**src/rtl/ctrl_pkg.sv**
```systemverilog
// Shared definitions for the instruction sequencer: opcodes, control bundle,
// FSM states and default widths.
package ctrl_pkg;

  localparam int DEF_INSTR_W    = 16;
  localparam int DEF_ALU_CTRL_W = 3;
  localparam int DEF_ACC_SEL_W  = 3;
  localparam int DEF_RPT_W      = 8;

  localparam logic [1:0] PC_HOLD = 2'b00;
  localparam logic [1:0] PC_NEXT = 2'b11;

  // Full-word opcodes
  localparam logic [15:0] opAPAC = 16'h7F8F;
  localparam logic [15:0] opPAC  = 16'h7F8E;
  localparam logic [15:0] opSPAC = 16'h7F90;
  localparam logic [15:0] opABS  = 16'h7F88;
  localparam logic [15:0] opZAC  = 16'h7F89;

  // Top-byte opcodes
  localparam logic [7:0] opADDH = 8'h60;
  localparam logic [7:0] opADDS = 8'h61;
  localparam logic [7:0] opAND  = 8'h79;
  localparam logic [7:0] opOR   = 8'h7A;
  localparam logic [7:0] opLACK = 8'h7E;
  localparam logic [7:0] opLDP  = 8'h6F;
  localparam logic [7:0] opLT   = 8'h6A;
  localparam logic [7:0] opLTA  = 8'h6C;
  localparam logic [7:0] opMPY  = 8'h6D;
  localparam logic [7:0] opRPTK = 8'h67;

  // Top-nibble opcodes
  localparam logic [3:0] opADD = 4'h0;
  localparam logic [3:0] opSUB = 4'h1;
  localparam logic [3:0] opLAC = 4'h2;

  typedef enum logic [1:0] {ISSUE, EXEC2, REPEAT} state_t;

  typedef struct packed {
    logic                      t_reg;
    logic                      p_reg;
    logic                      accum_reset;
    logic                      mult_in;
    logic                      ar_in;
    logic                      data_mux;
    logic                      data_ram_in;
    logic [1:0]                alu_in;
    logic [DEF_ACC_SEL_W-1:0]  accum_in;
    logic [1:0]                pc_in;
    logic [DEF_ALU_CTRL_W-1:0] alu;
  } ctrl_t;

  localparam ctrl_t CTRL_NOP   = '0;
  localparam ctrl_t CTRL_RESET = '0;

endpackage

```
**src/rtl/ctrl_decode.sv**
```systemverilog
// Combinational instruction decoder: 16-bit match beats top-byte match,
// which beats top-nibble match; anything unmatched is flagged illegal.
module ctrl_decode
  import ctrl_pkg::*;
#(
  parameter int INSTR_W = DEF_INSTR_W
) (
  input  logic [INSTR_W-1:0] instruction,
  output ctrl_t              ctrl,
  output logic               illegal,
  output logic               two_cycle,
  output logic               rptk
);

  logic [15:0] op16;
  logic [7:0]  op8;
  logic [3:0]  op4;
  logic        hit16;
  logic        hit8;

  assign op16 = instruction[INSTR_W-1 -: 16];
  assign op8  = instruction[INSTR_W-1 -: 8];
  assign op4  = instruction[INSTR_W-1 -: 4];

  // NOTE: every output of a combinational block gets a default up front so
  // no path through the case statements can leave one unassigned (latch).
  always_comb begin
    ctrl       = CTRL_NOP;
    ctrl.pc_in = PC_NEXT;
    illegal    = 1'b0;
    two_cycle  = 1'b0;
    rptk       = 1'b0;
    hit16      = 1'b1;
    hit8       = 1'b1;

    case (op16)
      opAPAC:  ctrl.alu_in = 2'd1;
      opPAC:   ctrl.accum_in = 3'd2;
      opSPAC:  begin ctrl.alu_in = 2'd1; ctrl.alu = 3'd1; end
      opABS:   ctrl.data_ram_in = 1'b1;
      opZAC:   ctrl.accum_reset = 1'b1;
      default: hit16 = 1'b0;
    endcase

    if (!hit16) begin
      case (op8)
        opADDH: begin ctrl.accum_in = 3'd3; ctrl.ar_in = 1'b1; end
        opADDS: begin ctrl.accum_in = 3'd1; ctrl.ar_in = 1'b1; end
        opAND: begin
          ctrl.alu_in = 2'd2; ctrl.ar_in = 1'b1; ctrl.data_ram_in = 1'b1; ctrl.alu = 3'd4;
        end
        opOR: begin
          ctrl.alu_in = 2'd2; ctrl.ar_in = 1'b1; ctrl.data_ram_in = 1'b1; ctrl.alu = 3'd5;
        end
        opLACK: begin ctrl.accum_in = 3'd3; ctrl.ar_in = 1'b1; ctrl.data_ram_in = 1'b1; end
        opLDP:  begin ctrl.t_reg = 1'b1; ctrl.ar_in = 1'b1; ctrl.data_ram_in = 1'b1; end
        opLT, opLTA: begin
          ctrl.t_reg = 1'b1; ctrl.alu_in = 2'd1; ctrl.ar_in = 1'b1; ctrl.data_ram_in = 1'b1;
          two_cycle = (op8 == opLTA);
        end
        opMPY: begin
          ctrl.t_reg = 1'b1; ctrl.ar_in = 1'b1; ctrl.data_ram_in = 1'b1; two_cycle = 1'b1;
        end
        opRPTK:  rptk = 1'b1;
        default: hit8 = 1'b0;
      endcase

      if (!hit8) begin
        case (op4)
          opADD:   begin ctrl.alu_in = 2'd3; ctrl.data_ram_in = 1'b1; end
          opSUB:   begin ctrl.alu_in = 2'd3; ctrl.data_ram_in = 1'b1; ctrl.alu = 3'd1; end
          opLAC:   ctrl.accum_in = 3'd3;
          default: illegal = 1'b1;
        endcase
      end
    end
  end

endmodule

```
**src/rtl/ctrl_sequencer.sv**
```systemverilog
// Registered control sequencer: accepts instruction words, drives the control
// bundle one cycle later and sequences two-cycle ops and RPTK repeats.
module ctrl_sequencer
  import ctrl_pkg::*;
#(
  parameter int INSTR_W    = DEF_INSTR_W,
  parameter int ALU_CTRL_W = DEF_ALU_CTRL_W,
  parameter int ACC_SEL_W  = DEF_ACC_SEL_W,
  parameter int RPT_W      = DEF_RPT_W
) (
  input  logic                  clk,
  input  logic                  reset,
  input  logic                  instr_valid,
  input  logic [INSTR_W-1:0]    instruction,
  output logic                  instr_ready,
  input  logic                  exec_stall,
  output logic                  tReg_ctrl,
  output logic                  pReg_ctrl,
  output logic                  accumReset_ctrl,
  output logic                  multInMux_ctrl,
  output logic                  arInMux_ctrl,
  output logic                  dataMux_ctrl,
  output logic                  dataRamIn_ctrl,
  output logic [1:0]            aluInMux_ctrl,
  output logic [ACC_SEL_W-1:0]  accumInMux_ctrl,
  output logic [1:0]            pcInMux_ctrl,
  output logic [ALU_CTRL_W-1:0] alu_ctrl,
  output logic                  illegal_op,
  output logic                  busy
);

  state_t             state_q, state_d;
  logic [RPT_W-1:0]   rpt_cnt_q, rpt_cnt_d;
  logic               rpt_armed_q, rpt_armed_d;
  logic               rpt_active_q, rpt_active_d;
  logic [INSTR_W-1:0] rpt_word_q, rpt_word_d;
  ctrl_t              ctrl_q, ctrl_d;
  logic               illegal_q, illegal_d;

  logic [INSTR_W-1:0] dec_word;
  ctrl_t              dec_ctrl;
  logic               dec_illegal;
  logic               dec_two;
  logic               dec_rptk;
  logic               accept;

  assign instr_ready = (state_q == ISSUE) && !exec_stall && !reset;
  assign accept      = instr_valid && instr_ready;

  // While repeating, the decoder re-reads the latched word instead of the bus.
  assign dec_word = (state_q == REPEAT) ? rpt_word_q : instruction;

  ctrl_decode #(.INSTR_W(INSTR_W)) u_decode (
    .instruction (dec_word),
    .ctrl        (dec_ctrl),
    .illegal     (dec_illegal),
    .two_cycle   (dec_two),
    .rptk        (dec_rptk)
  );

  always_comb begin
    state_d      = state_q;
    rpt_cnt_d    = rpt_cnt_q;
    rpt_armed_d  = rpt_armed_q;
    rpt_active_d = rpt_active_q;
    rpt_word_d   = rpt_word_q;
    ctrl_d       = ctrl_q;
    illegal_d    = 1'b0;

    if (!exec_stall) begin
      case (state_q)
        ISSUE: begin
          ctrl_d = CTRL_NOP;
          if (accept) begin
            ctrl_d    = dec_ctrl;
            illegal_d = dec_illegal;
            if (dec_rptk) begin
              rpt_cnt_d   = instruction[RPT_W-1:0];
              rpt_armed_d = 1'b1;
            end else begin
              rpt_armed_d = 1'b0;
              // A zero count means a single plain issue, so REPEAT is skipped.
              if (rpt_armed_q && rpt_cnt_q != '0) begin
                ctrl_d.pc_in = PC_HOLD;
                rpt_word_d   = instruction;
                rpt_cnt_d    = rpt_cnt_q - RPT_W'(1);
                rpt_active_d = 1'b1;
              end
              if (dec_two)
                state_d = EXEC2;
              else if (rpt_armed_q && rpt_cnt_q != '0)
                state_d = REPEAT;
            end
          end
        end
        EXEC2: begin
          ctrl_d       = ctrl_q;
          ctrl_d.t_reg = 1'b0;
          ctrl_d.p_reg = 1'b1;
          ctrl_d.pc_in = PC_HOLD;
          state_d      = rpt_active_q ? REPEAT : ISSUE;
        end
        REPEAT: begin
          ctrl_d    = dec_ctrl;
          illegal_d = dec_illegal;
          if (rpt_cnt_q == '0) begin
            rpt_active_d = 1'b0;
            state_d      = dec_two ? EXEC2 : ISSUE;
          end else begin
            ctrl_d.pc_in = PC_HOLD;
            rpt_cnt_d    = rpt_cnt_q - RPT_W'(1);
            state_d      = dec_two ? EXEC2 : REPEAT;
          end
        end
        default: state_d = ISSUE;
      endcase
    end
  end

  // NOTE: sequential state uses non-blocking assignments so every register
  // samples the pre-edge values, independent of statement order.
  always_ff @(posedge clk or posedge reset) begin
    if (reset) begin
      state_q      <= ISSUE;
      rpt_cnt_q    <= '0;
      rpt_armed_q  <= 1'b0;
      rpt_active_q <= 1'b0;
      rpt_word_q   <= '0;
      ctrl_q       <= CTRL_RESET;
      illegal_q    <= 1'b0;
    end else begin
      state_q      <= state_d;
      rpt_cnt_q    <= rpt_cnt_d;
      rpt_armed_q  <= rpt_armed_d;
      rpt_active_q <= rpt_active_d;
      rpt_word_q   <= rpt_word_d;
      ctrl_q       <= ctrl_d;
      illegal_q    <= illegal_d;
    end
  end

  assign tReg_ctrl       = ctrl_q.t_reg;
  assign pReg_ctrl       = ctrl_q.p_reg;
  assign accumReset_ctrl = ctrl_q.accum_reset;
  assign multInMux_ctrl  = ctrl_q.mult_in;
  assign arInMux_ctrl    = ctrl_q.ar_in;
  assign dataMux_ctrl    = ctrl_q.data_mux;
  assign dataRamIn_ctrl  = ctrl_q.data_ram_in;
  assign aluInMux_ctrl   = ctrl_q.alu_in;
  assign accumInMux_ctrl = ctrl_q.accum_in;
  assign pcInMux_ctrl    = ctrl_q.pc_in;
  assign alu_ctrl        = ctrl_q.alu;
  assign illegal_op      = illegal_q;
  assign busy            = (state_q != ISSUE);

endmodule
```
**config.mk**
```make
export PLATFORM = sky130hd
export DESIGN_NAME = ctrl_sequencer
export DESIGN_NICKNAME = d
export VERILOG_FILES = /design/src/rtl/ctrl_pkg.sv /design/src/rtl/ctrl_decode.sv /design/src/rtl/ctrl_sequencer.sv
export SDC_FILE = /design/constraint.sdc
export NUM_CORES = 1
export LEC_CHECK = 0
export CORE_MARGIN = 4
export CORE_UTILIZATION = 42
export DETAILED_ROUTE_END_ITERATION = 10
export DONT_BUFFER_PORTS = 1
export GPL_ROUTABILITY_DRIVEN = 1
export PLACE_DENSITY = 0.54
export REMOVE_ABC_BUFFERS = 1
export SYNTH_ARGS = -nofsm -noshare
export SYNTH_HDL_FRONTEND = slang
export SYNTH_SLANG_ARGS = --single-unit
```
**constraint.sdc**
```tcl
create_clock -name clk -period 3.9 [get_ports clk]
set_clock_uncertainty 0.1 [all_clocks]
set_input_delay 1.17 -clock clk [delete_from_list [all_inputs] [get_ports clk]]
set_output_delay 1.17 -clock clk [all_outputs]
set_load 0.01 [all_outputs]
```
==> results_tabular.tex <==
\begin{tabular}{lr}
\hline
Metric & Value \\
\hline
\multicolumn{2}{l}{\textbf{STA}} \\
\quad Setup violation total in the final timing report & 0 \\
\quad Setup TNS & 0 ps \\
\quad Hold violation total from the final report & 0 \\
\quad Setup repair after global routing missed its margin & no \\
\quad Max Clock Freq & 312.3 MHz \\
\quad Final number of max-transition violations & 0 \\
\quad Worst slack on hold paths & 413.9 ps \\
\quad Worst-Margin Slew & 672.1 ps \\
\quad Final period demand of the worst path & 3202 ps \\
\quad Share of the cycle needed by the critical path after routing & 0.8211 \\
\quad Worst relative slew slack & 0.5519 \\
\multicolumn{2}{l}{\textbf{Worst setup path}} \\
\quad Delay of the slowest cell on the worst path & 610 ps \\
\quad Critical Path Most Common Cell & sky130\_fd\_sc\_hd\_\_buf\_4 \\
\quad Critical path data required time & 3980 ps \\
\quad Critical Path Start Type & flip-flop \\
\quad Critical path endpoint category & flip-flop \\
\quad Number of buffer and inverter instances along the worst setup path & 3 \\
\quad Classification of the worst setup path & flip-flop to flip-flop \\
\quad CP arrival & 3290 ps \\
\quad Maximum fanout count along the critical path & 18 \\
\quad Largest delay share family, worst path & buffers and inverters \\
\quad Ordered list of cells on the worst path & inv\_1, ha\_1, buf\_4, nor3b\_1, o22ai\_1, nor2\_1, nor3\_2, buf\_4, mux2\_2 \\
\quad Library cell contributing the largest single delay on the critical path & sky130\_fd\_sc\_hd\_\_ha\_1 \\
\multicolumn{2}{l}{\textbf{GRT}} \\
\quad Pin count of the biggest net entering global routing & 42 \\
\quad Vias in the first global route & 2329 \\
\quad Gr usage total & 0.1870 \\
\quad Leftover overflow at the end of global routing & 0 \\
\quad Number of antenna violations at the first check in global routing & 0 \\
\quad First-pass GRT wire length & 12490 um \\
\multicolumn{2}{l}{\textbf{Drt}} \\
\quad Routed vias & 2395 \\
\quad \# DRC & 0 \\
\quad Via density & 6.221 \\
\quad Wirelength, routed & 7399 um \\
\quad TritonRoute pass-1 iters & 7 \\
\quad WL per Instance & 19.22 um \\
\quad First-iteration detailed-routing DRC count & 200 \\
\quad Detail Route Antenna Nets & 0 \\
\multicolumn{2}{l}{\textbf{Logic synthesis}} \\
\quad Total of flip-flops plus latches after synthesis & 41 \\
\quad Post-Synthesis Mean Instance Area & 9.352 um\^{}2 \\
\quad EDFF count, synth & 0 \\
\quad Warnings from Yosys & 0 \\
\quad Summed instance area of the synthesized netlist & 2880 um\^{}2 \\
\quad Async S/R FF share, synth & 1.000 \\
\quad Leading register cell type out of synthesis & sky130\_fd\_sc\_hd\_\_dfrtp\_1 \\
\quad Seq/Total Area, Yosys & 0.3562 \\
\quad Synth unique cells & 66 \\
\quad Instance count of the mapped netlist & 308 \\
\multicolumn{2}{l}{\textbf{Clock tree}} \\
\quad \# clock sinks & 41 \\
\quad H-tree Lvls & 2 \\
\quad CTS tree & built \\
\quad Hold bufs inserted after CTS & 0 \\
\quad Number of gates resized after cts & 0 \\
\quad Clock buffers created by TritonCTS & 5 \\
\quad Clock-pin slew on the worst setup and hold paths & 80 ps \\
\quad Deepest clock path buffer count & 2 \\
\quad Clock root buffer & sky130\_fd\_sc\_hd\_\_clkbuf\_8 \\
\quad Number of setup buffers added after CTS & 0 \\
\quad Clock latency on the worst-skew pair & 300 ps \\
\multicolumn{2}{l}{\textbf{Cells and area}} \\
\quad Post-synthesis to final-layout area growth & 6.559\% \\
\quad Area of the multi-input gates & 1714 um\^{}2 \\
\quad Top library cells by usage in the layout, fill and taps aside & sky130\_fd\_sc\_hd\_\_dfrtp\_1 (41), sky130\_fd\_sc\_hd\_\_nand2\_1 (21), sky130\_fd\_sc\_hd\_\_mux2\_2 (20) \\
\quad Final non-filler cell total & 385 \\
\quad Layout filler cell count & 607 \\
\quad Commonest non-fill, non-tap cell in the layout & sky130\_fd\_sc\_hd\_\_dfrtp\_1 \\
\quad Ant diodes & 0 \\
\quad Fraction of final layout cells sized beyond drive strength 1 & 0.1623 \\
\quad Storage element area & 1026 um\^{}2 \\
\quad Number of nets in the layout & 334 \\
\multicolumn{2}{l}{\textbf{Placed design}} \\
\quad Buffers added on ports & 0 \\
\quad Sum of net half-perimeters after detailed placement & 5588 um \\
\quad RD Place Congestion & 0.8975 \\
\quad Placed cell count & 377 \\
\multicolumn{2}{l}{\textbf{Flow run}} \\
\quad Max\_cap viols & 0 \\
\multicolumn{2}{l}{\textbf{Floorplanning}} \\
\quad Effective utilization at floorplan & 0.4435 \\
\quad I/O pin cnt & 40 \\
\quad Chip width & 90.81 um \\
\quad Die area & 8246 um\^{}2 \\
\quad Site row count & 29 \\
\quad Core area & 6495 um\^{}2 \\
\quad Die Height & 90.81 um \\
\multicolumn{2}{l}{\textbf{Min path}} \\
\quad Worst Hold Class & flip-flop to flip-flop \\
\multicolumn{2}{l}{\textbf{Power and ir drop}} \\
\quad Power Density & 563.8 nW/um\^{}2 \\
\quad Worst ir drop on vdd & 0.2605 mV \\
\quad Power, Total & 0.001731 W \\
\quad Cell leakage power & 1.311 nW \\
\multicolumn{2}{l}{\textbf{Outcome}} \\
\quad Outcome & finished clean \\
\hline
\end{tabular}
## worst register-to-register path, delay by kind of cell (launching register included)
kind / cells / cell delay [ps]
buffers and inverters: 3 / 720
adder cells (fa/ha/maj): 1 / 610
AND/OR/NAND/NOR: 3 / 460
flip-flops: 1 / 410
AO/OA/AOI/OAI: 1 / 410
multiplexers: 1 / 380
## cell usage after synthesis, types with 4 or more instances
master                      instances  area [um^2]
sky130_fd_sc_hd__inv_1             12        45.04
sky130_fd_sc_hd__o21ai_0           15        75.07
sky130_fd_sc_hd__o31ai_1            6        45.04
sky130_fd_sc_hd__ha_1               7        87.58
sky130_fd_sc_hd__a21oi_1           16        80.08
sky130_fd_sc_hd__a22o_1             5        43.79
sky130_fd_sc_hd__nand3_1            9        45.04
sky130_fd_sc_hd__a22oi_1            5        37.54
sky130_fd_sc_hd__nand3b_1          11        82.58
sky130_fd_sc_hd__a2bb2oi_1          4        35.03
sky130_fd_sc_hd__nor2_1            16        60.06
sky130_fd_sc_hd__mux2_2            20        225.2
sky130_fd_sc_hd__or3b_2             4        35.03
sky130_fd_sc_hd__dfrtp_1           41         1026
sky130_fd_sc_hd__nand2_1           21        78.83
sky130_fd_sc_hd__o22ai_1            4        25.02
sky130_fd_sc_hd__buf_4              5        37.54
sky130_fd_sc_hd__clkbuf_1          13        48.80
sky130_fd_sc_hd__a211oi_1           4        30.03
sky130_fd_sc_hd__mux2i_1            6        60.06
sky130_fd_sc_hd__o211ai_1           4        30.03
sky130_fd_sc_hd__nor3_1             9        45.04
sky130_fd_sc_hd__a221o_1            6        60.06
## metrics by stage
stage	cell area, um^2	utilization	worst slack [ps]
after global placement	2953	0.4546	723.3
after floorplan	2789	-	817.6
after global routing	3069	0.4725	555.7
final	3069	0.4725	697.5
after detailed placement	2953	0.4546	688.1
after CTS	3069	0.4725	710.8
## flip-flops by register name (all words and copies together), names as in the netlist, 2 cells and up
signal,flops
aluInMux_ctrl,2
rpt_cnt_q,8
rpt_word_q,16
accumInMux_ctrl,2
state_q,2
alu_ctrl,2
## report_power, final
part / internal, W / switching, W
Clock: 0.000209 / 0.000156
Combinational: 0.000312 / 0.000454
Sequential: 0.000502 / 0.0000969
Total: 0.00102 / 0.000707
## logic make-up (layout without fill, tap and decap cells)
family                   Yosys count  in the layout  share of synthesized area
AO/OA/AOI/OAI                     92             92                     0.2302
AND/OR/NAND/NOR                  105            105                     0.2189
multiplexers                      27             27                     0.1043
XOR/XNOR                           2              2                   0.006083
flip-flops                        41             41                     0.3562
adder cells (fa/ha/maj)            7              7                    0.03041
other                              1              4                   0.001302
buffers and inverters             33             30                    0.05256
## cell type report
cell class,count,area share
inverter,13,0.01590
sequential,41,0.3343
multi-input combinational,237,0.5585
timing repair buffer,9,0.02201
clock buffer,7,0.02813
tap,77,0.03139
clock inverter,1,0.009784
## path summary, 6_finish.rpt
check | cells after the start | endpoint | slack (ps) | startpoint
max in group asynchronous | 2 | rpt_word_q[9] | 2540 | reset
setup / recovery | 9 | rpt_word_q[2] | 700 | state_q[0]
hold reg to reg | 1 | rpt_word_q[7] | 410 | rpt_word_q[7]
hold / removal | 1 | rpt_word_q[7] | 410 | rpt_word_q[7]
setup reg to reg | 9 | rpt_word_q[2] | 700 | state_q[0]
min in group asynchronous | 2 | rpt_active_q | 780 | reset
## layer usage
metal,vias to the layer above,GRT usage,share of wire
li1,1174,-,-
met1,1131,0.2746,0.49
met3,8,0.04250,0.066
met4,0,0.04146,0.012
met5,-,0,0
met2,82,0.2792,0.43
Power figures use the tool's default switching activity.
